$ cat config.mk
export PLATFORM = sky130hd
export DESIGN_NAME = inv_shiftrows_stage_flat
export DESIGN_NICKNAME = d
export VERILOG_FILES = /design/src/rtl/aes_pkg.sv /design/src/rtl/inv_shiftrows_stage_if.sv /design/src/rtl/aes_skid_buffer.sv /design/src/rtl/inv_shiftrows_stage.sv /design/src/flat_wrapper.sv
export SDC_FILE = /design/constraint.sdc
export NUM_CORES = 1
export LEC_CHECK = 0
export ABC_CLOCK_PERIOD_IN_PS = 13680
export CAP_MARGIN = 10
export CELL_PAD_IN_SITES_DETAIL_PLACEMENT = 1
export CELL_PAD_IN_SITES_GLOBAL_PLACEMENT = 2
export CORE_ASPECT_RATIO = 0.9
export CORE_MARGIN = 3
export CORE_UTILIZATION = 36
export DETAILED_ROUTE_END_ITERATION = 8
export HOLD_SLACK_MARGIN = 0.12
export PLACE_DENSITY_LB_ADDON = 0.1
export SETUP_SLACK_MARGIN = 0.1
export SLEW_MARGIN = 0
export SYNTH_ARGS = -nofsm -noshare
export SYNTH_HDL_FRONTEND = slang
export SYNTH_HIERARCHICAL = 1
export SYNTH_SLANG_ARGS = --single-unit
$ cat constraint.sdc
create_clock -name i_clk -period 13.68 [get_ports i_clk]
set_clock_uncertainty 0.05 [all_clocks]
set_input_delay 2.052 -clock i_clk [delete_from_list [all_inputs] [get_ports i_clk]]
set_output_delay 2.052 -clock i_clk [all_outputs]
set_load 0.1 [all_outputs]
$ cat src/rtl/aes_pkg.sv
// Shared AES helpers: state geometry, byte/state types and the InvShiftRows byte permutation.
package aes_pkg;
  localparam int NB      = 4;
  localparam int WORD    = 8;
  localparam int BLOCK_W = NB * NB * WORD;

  typedef logic [WORD-1:0]    byte_t;
  typedef logic [BLOCK_W-1:0] state_t;

  // Byte k lives at [BLOCK_W-1-WORD*k -: WORD] and is S[k%NB][k/NB]; out S'[r][c] = S[r][(c-r) mod NB].
  function automatic state_t inv_shift_rows(input state_t s);
    state_t res;
    byte_t  b;
    res = '0;
    for (int c = 0; c < NB; c++) begin
      for (int w = 0; w < NB; w++) begin
        b = s[BLOCK_W-1-WORD*(w+NB*((c-w+NB)%NB)) -: WORD];
        res[BLOCK_W-1-WORD*(NB*c+w) -: WORD] = b;
      end
    end
    return res;
  endfunction
endpackage

$ cat src/rtl/inv_shiftrows_stage_if.sv
// Valid/ready block bus around the InvShiftRows stage; slave is the stage side, master the environment side.
interface inv_shiftrows_stage_if import aes_pkg::*; #(
  parameter int TAGW = 4
);
  logic            i_valid;
  logic            o_ready;
  state_t          i_block;
  logic [TAGW-1:0] i_tag;
  logic            o_valid;
  logic            i_ready;
  state_t          o_block;
  logic [TAGW-1:0] o_tag;

  modport slave (
    input  i_valid, i_block, i_tag, i_ready,
    output o_ready, o_valid, o_block, o_tag
  );

  modport master (
    output i_valid, i_block, i_tag, i_ready,
    input  o_ready, o_valid, o_block, o_tag
  );
endinterface

$ cat src/rtl/aes_skid_buffer.sv
// Two-entry register slice (main + skid): 1-cycle latency into an empty main register.
// in_rdy comes straight from the skid flop, so upstream never sees a combinational path from out_rdy.
module aes_skid_buffer #(
  parameter int W = 132
) (
  input  logic         clk,
  input  logic         rst,
  input  logic         in_vld,
  output logic         in_rdy,
  input  logic [W-1:0] in_dat,
  output logic         out_vld,
  input  logic         out_rdy,
  output logic [W-1:0] out_dat
);
  logic         m_valid_q, m_valid_d;
  logic [W-1:0] m_dat_q,   m_dat_d;
  logic         s_valid_q, s_valid_d;
  logic [W-1:0] s_dat_q,   s_dat_d;
  logic         accept;
  logic         drain;

  assign in_rdy  = ~s_valid_q;
  assign out_vld = m_valid_q;
  assign out_dat = m_dat_q;
  assign accept  = in_vld & ~s_valid_q;
  assign drain   = m_valid_q & out_rdy;

  always_comb begin
    m_valid_d = m_valid_q;
    m_dat_d   = m_dat_q;
    s_valid_d = s_valid_q;
    s_dat_d   = s_dat_q;
    // A full skid implies in_rdy=0, so the first branch never competes with an accept.
    if (drain && s_valid_q) begin
      m_dat_d   = s_dat_q;
      s_valid_d = 1'b0;
    end else if (accept && (!m_valid_q || drain)) begin
      m_dat_d   = in_dat;
      m_valid_d = 1'b1;
    end else if (accept && m_valid_q && !drain) begin
      s_dat_d   = in_dat;
      s_valid_d = 1'b1;
    end else if (drain) begin
      m_valid_d = 1'b0;
    end
  end

  always_ff @(posedge clk or posedge rst) begin
    if (rst) begin
      m_valid_q <= 1'b0;
      m_dat_q   <= '0;
      s_valid_q <= 1'b0;
      s_dat_q   <= '0;
    end else begin
      m_valid_q <= m_valid_d;
      m_dat_q   <= m_dat_d;
      s_valid_q <= s_valid_d;
      s_dat_q   <= s_dat_d;
    end
  end
endmodule

$ cat src/rtl/inv_shiftrows_stage.sv
// AES InvShiftRows pipeline stage: permutation is wiring, result and tag registered (1-cycle latency).
// Holds up to two blocks under backpressure; o_ready is a registered signal.
module inv_shiftrows_stage import aes_pkg::*; #(
  parameter int NB   = 4,
  parameter int WORD = 8,
  parameter int TAGW = 4
) (
  input logic                  i_clk,
  input logic                  i_rst,
  inv_shiftrows_stage_if.slave bus
);
  localparam int BW = NB * NB * WORD;

  logic [BW-1:0]      xform;
  logic [BW+TAGW-1:0] in_dat;
  logic [BW+TAGW-1:0] out_dat;

  assign xform  = inv_shift_rows(bus.i_block);
  assign in_dat = {xform, bus.i_tag};

  aes_skid_buffer #(
    .W (BW + TAGW)
  ) u_skid (
    .clk     (i_clk),
    .rst     (i_rst),
    .in_vld  (bus.i_valid),
    .in_rdy  (bus.o_ready),
    .in_dat  (in_dat),
    .out_vld (bus.o_valid),
    .out_rdy (bus.i_ready),
    .out_dat (out_dat)
  );

  assign bus.o_block = out_dat[BW+TAGW-1:TAGW];
  assign bus.o_tag   = out_dat[TAGW-1:0];
endmodule

$ cat src/flat_wrapper.sv
// flat-port wrapper written by rule: the top's interface ports become plain ports
module inv_shiftrows_stage_flat import aes_pkg::*;
#(
  parameter int NB   = 4,
  parameter int WORD = 8,
  parameter int TAGW = 4
)
  (i_clk, i_rst, bus_i_valid, bus_i_block, bus_i_tag, bus_i_ready, bus_o_ready, bus_o_valid, bus_o_block, bus_o_tag);
  inv_shiftrows_stage_if #(.TAGW(TAGW)) bus_i ();
  input logic i_clk;
  input logic i_rst;
  input wire logic [$bits(bus_i.i_valid)-1:0] bus_i_valid;
  input wire logic [$bits(bus_i.i_block)-1:0] bus_i_block;
  input wire logic [$bits(bus_i.i_tag)-1:0] bus_i_tag;
  input wire logic [$bits(bus_i.i_ready)-1:0] bus_i_ready;
  output wire logic [$bits(bus_i.o_ready)-1:0] bus_o_ready;
  output wire logic [$bits(bus_i.o_valid)-1:0] bus_o_valid;
  output wire logic [$bits(bus_i.o_block)-1:0] bus_o_block;
  output wire logic [$bits(bus_i.o_tag)-1:0] bus_o_tag;
  assign bus_i.i_valid = bus_i_valid;
  assign bus_i.i_block = bus_i_block;
  assign bus_i.i_tag = bus_i_tag;
  assign bus_i.i_ready = bus_i_ready;
  assign bus_o_ready = bus_i.o_ready;
  assign bus_o_valid = bus_i.o_valid;
  assign bus_o_block = bus_i.o_block;
  assign bus_o_tag = bus_i.o_tag;
  inv_shiftrows_stage #(.NB(NB), .WORD(WORD), .TAGW(TAGW)) u_core (.i_clk(i_clk), .i_rst(i_rst), .bus(bus_i));
endmodule
==> out/metrics.csv <==
stage,metric,value,unit
hold_path,whs_path_depth,1,
final_layout,n_fill_cell,2897,
global_route,grt_first_pass_wirelength,45000,microns
yosys,seq_area_frac_synth,0.620,
yosys,yosysMostFrequentCell,sky130_fd_sc_hd__dfrtp_1,
drt,maxUsedRoutingLayer,met5,
yosys,synth_largest_area_cell,sky130_fd_sc_hd__dfrtp_1,
global_route,first_global_vias,7499,
global_route,global_route.usage.total,0.175,
clock_tree,max-clock-path-buffers,3,
sta,final.period_utilization,0.353,
clock_tree,worst_skew_pair.late_latency,0.55,ns
clock_tree,cts_num_sinks,266,
critical_path,crit_path_launch_type,primary input,
critical_path,worst_r2r_path_depth,5,
die,core.rowCount,59,
yosys,syn-instance-count,746,
drt,drt-initial-drc-count,319,
final_layout,drive_gt1_frac,0.179,
yosys,synth_area_leaders,"sky130_fd_sc_hd__dfrtp_1, sky130_fd_sc_hd__mux2_2, sky130_fd_sc_hd__a221o_1",
die,top_level_i_o_count,270,
yosys,synth_seq_cells,266,
hold_path,min-delay-path-class,flip-flop to flip-flop,
critical_path,worst_r2r_startpoint,u_core/u_skid/s_valid_q,
sta,grt_setup_unrepaired,no,
global_route,grt.overflow.total,0,
clock_tree,clock_tree_from_tritoncts,yes,
global_route,grt_start_max_net_pins,122,
yosys,synth_area_per_cell,14.4,sq um
yosys,post_synth_instance_area,0.0107,sq mm
yosys,synth_commonest_cells,"sky130_fd_sc_hd__dfrtp_1, sky130_fd_sc_hd__a221o_1, sky130_fd_sc_hd__and2_1",
yosys,synthFlopType,sky130_fd_sc_hd__dfrtp_1,
drt,via_per_inst,5.13,
hold_path,startpoint_of_the_tightest_hold_check_path,u_core/u_skid/s_dat_q[45],
drt,m1WireLength,13200,microns
clock_tree,post_cts.repair.setup_buffers,0,
sta,tightestPinTransition,1.10,ns
clock_tree,cts_hold_buf,0,
yosys,synth.lib_cells_used.distinct,21,
sta,timing.max_slew.rel_slack,0.264,
final_layout,fin_nets,1133,
clock_tree,cts_buffers,29,
placement,gp_congestion,0.713,
die,chipHeight,170,microns
global_route,grt_antenna_before_repair,2,
yosys,count_of_flip_flops_with_a_built_in_enable_after_synthesis,0,
sta,final-hold-violation-count,0,
yosys,yosysTopAreaCellShare,0.620,
critical_path,cp.arrival,5.18,ns
placement,dp_hpwl,17600,microns
critical_path,end_kind,flip-flop,
drt,drt_pass1_iterations,4,
drt,vias,7255,
job,max_cap_violations,0,
final_layout,area_delta_synth_final,36.1,%
die,core_region_area,0.0292,sq mm
die,initial_utilization,0.368,
drt,drt_wl_total,28500,microns
drt,wire_per_inst,20.1,microns
status,outcome,completed,
die,die_width,188,microns
sta,setup_violators_final,0,
yosys,mappedNetlistNets,882,
clock_tree,cts-htree-levels,1,
placement,placement.io_buffers,269,
clock_tree,cts_repair_resize_count,0,
final_layout,antenna-diode-count,0,
sta,upper_clock_frequency_limit,207,MHz
clock_tree,clock-root-buffer,sky130_fd_sc_hd__clkbuf_16,
drt,met2_wl_post_dr,12500,microns
yosys,ys_warn_count,6,
drt,detail_route.drc_violations,0,
final_layout,area_of_the_multi_input_gates,0.00375,sq mm
drt,met3_wirelength,2150,microns
critical_path,required_time_of_the_worst_setup_path,14.04,ns
final_layout,register_area,0.00666,sq mm
critical_path,worstSetupStartpoint,bus_i_ready,
sta,final_max_slew_viol_count,0,
yosys,ys_async_sr_fraction,1.00,
clock_tree,path_clk_slew,0.06,ns
drt,ant_nets,0,
critical_path,worst-setup-path-type,primary input to flip-flop,
sta,setup_tns,0,ns
sta,final_critical_period,4.82,ns
die,design.die.area,0.0319,sq mm
critical_path,critical_path_peak_fanout,76,
## flip-flops by register name, indices dropped and copies added (netlist names)
signal	count
u_core/u_skid/out_vld	1
u_core/u_skid/s_valid_q	1
u_core/u_skid/s_dat_q	132
u_core/u_skid/out_dat	132
## final cells by class
class | instances | share of cell area
sequential | 266 | 0.455
multi-input combinational | 419 | 0.257
timing repair buffer | 278 | 0.189
clock buffer | 46 | 0.0595
tap | 396 | 0.0339
clock inverter | 6 | 0.00428
inverter | 3 | 0.00128
## stage by stage
step           cells  hold WS (ns)  area (sq um)   util  setup WS [ns]
2_1_floorplan    746         0.399         10700      -           4.25
3_3_place_gp    1362         0.409         13700  0.469           8.33
3_5_place_dp    1362         0.417         13700  0.469           8.28
4_1_cts         1414         0.430         14600  0.501           8.85
5_1_grt         1414         0.455         14600  0.501           8.68
6_report        1414         0.427         14600  0.501           8.86
## final timing paths
| check | end | slack (ns) |
|---|---|---|
| hold / removal | u_core/u_skid/s_dat_q[45] | 0.43 |
| setup / recovery | u_core/u_skid/s_dat_q[6] | 8.86 |
| hold reg to reg | u_core/u_skid/s_dat_q[45] | 0.43 |
| max in group asynchronous | u_core/u_skid/out_dat[74] | 10.00 |
| min in group asynchronous | u_core/u_skid/out_dat[12] | 2.03 |
| setup reg to reg | u_core/u_skid/s_dat_q[6] | 10.43 |
## cells by family (layout without fill, tap and decap cells)
group,after synthesis,after routing,share of synthesized area
simple gates,146,146,0.0843
flops,266,266,0.620
compound gates,141,141,0.127
mux,132,132,0.138
buf+inv,61,333,0.0311
## critical path, cell delays in order
cell                              delay (ns)
sky130_fd_sc_hd__clkdlybuf4s50_1        0.49
sky130_fd_sc_hd__nand2b_1               0.35
sky130_fd_sc_hd__nor2_4                 0.14
sky130_fd_sc_hd__buf_4                  0.63
sky130_fd_sc_hd__buf_4                  0.93
sky130_fd_sc_hd__mux2_2                 0.43
## layout by cell type, fill, tap and decap left out, types with 2 or more instances in the layout
cell | netlist | final
sky130_fd_sc_hd__inv_1 | 3 | 2
sky130_fd_sc_hd__mux2_1 | 7 | 7
sky130_fd_sc_hd__nor2_1 | 5 | 5
sky130_fd_sc_hd__clkbuf_8 | 0 | 8
sky130_fd_sc_hd__nand2b_1 | 2 | 2
sky130_fd_sc_hd__nor2b_1 | 2 | 2
sky130_fd_sc_hd__inv_6 | 0 | 2
sky130_fd_sc_hd__a21oi_1 | 2 | 2
sky130_fd_sc_hd__a221o_1 | 127 | 127
sky130_fd_sc_hd__nand3_1 | 6 | 6
sky130_fd_sc_hd__and2_1 | 127 | 127
sky130_fd_sc_hd__clkdlybuf4s50_1 | 0 | 269
sky130_fd_sc_hd__dfrtp_1 | 266 | 266
sky130_fd_sc_hd__clkbuf_1 | 16 | 9
sky130_fd_sc_hd__clkbuf_16 | 0 | 29
sky130_fd_sc_hd__o21ai_0 | 6 | 6
sky130_fd_sc_hd__clkinv_2 | 0 | 3
sky130_fd_sc_hd__mux2_2 | 125 | 125
sky130_fd_sc_hd__buf_4 | 16 | 9
sky130_fd_sc_hd__nor2_4 | 2 | 2
sky130_fd_sc_hd__a31oi_1 | 5 | 5
## metal layers
layer,up-vias,track usage
met5,-,0
met1,3728,0.247
met4,4,0.0414
met2,197,0.260
li1,3279,-
met3,47,0.0593
Power is not shown: default switching activity piles up to over one toggle a cycle in this logic, so the estimate is an artifact.
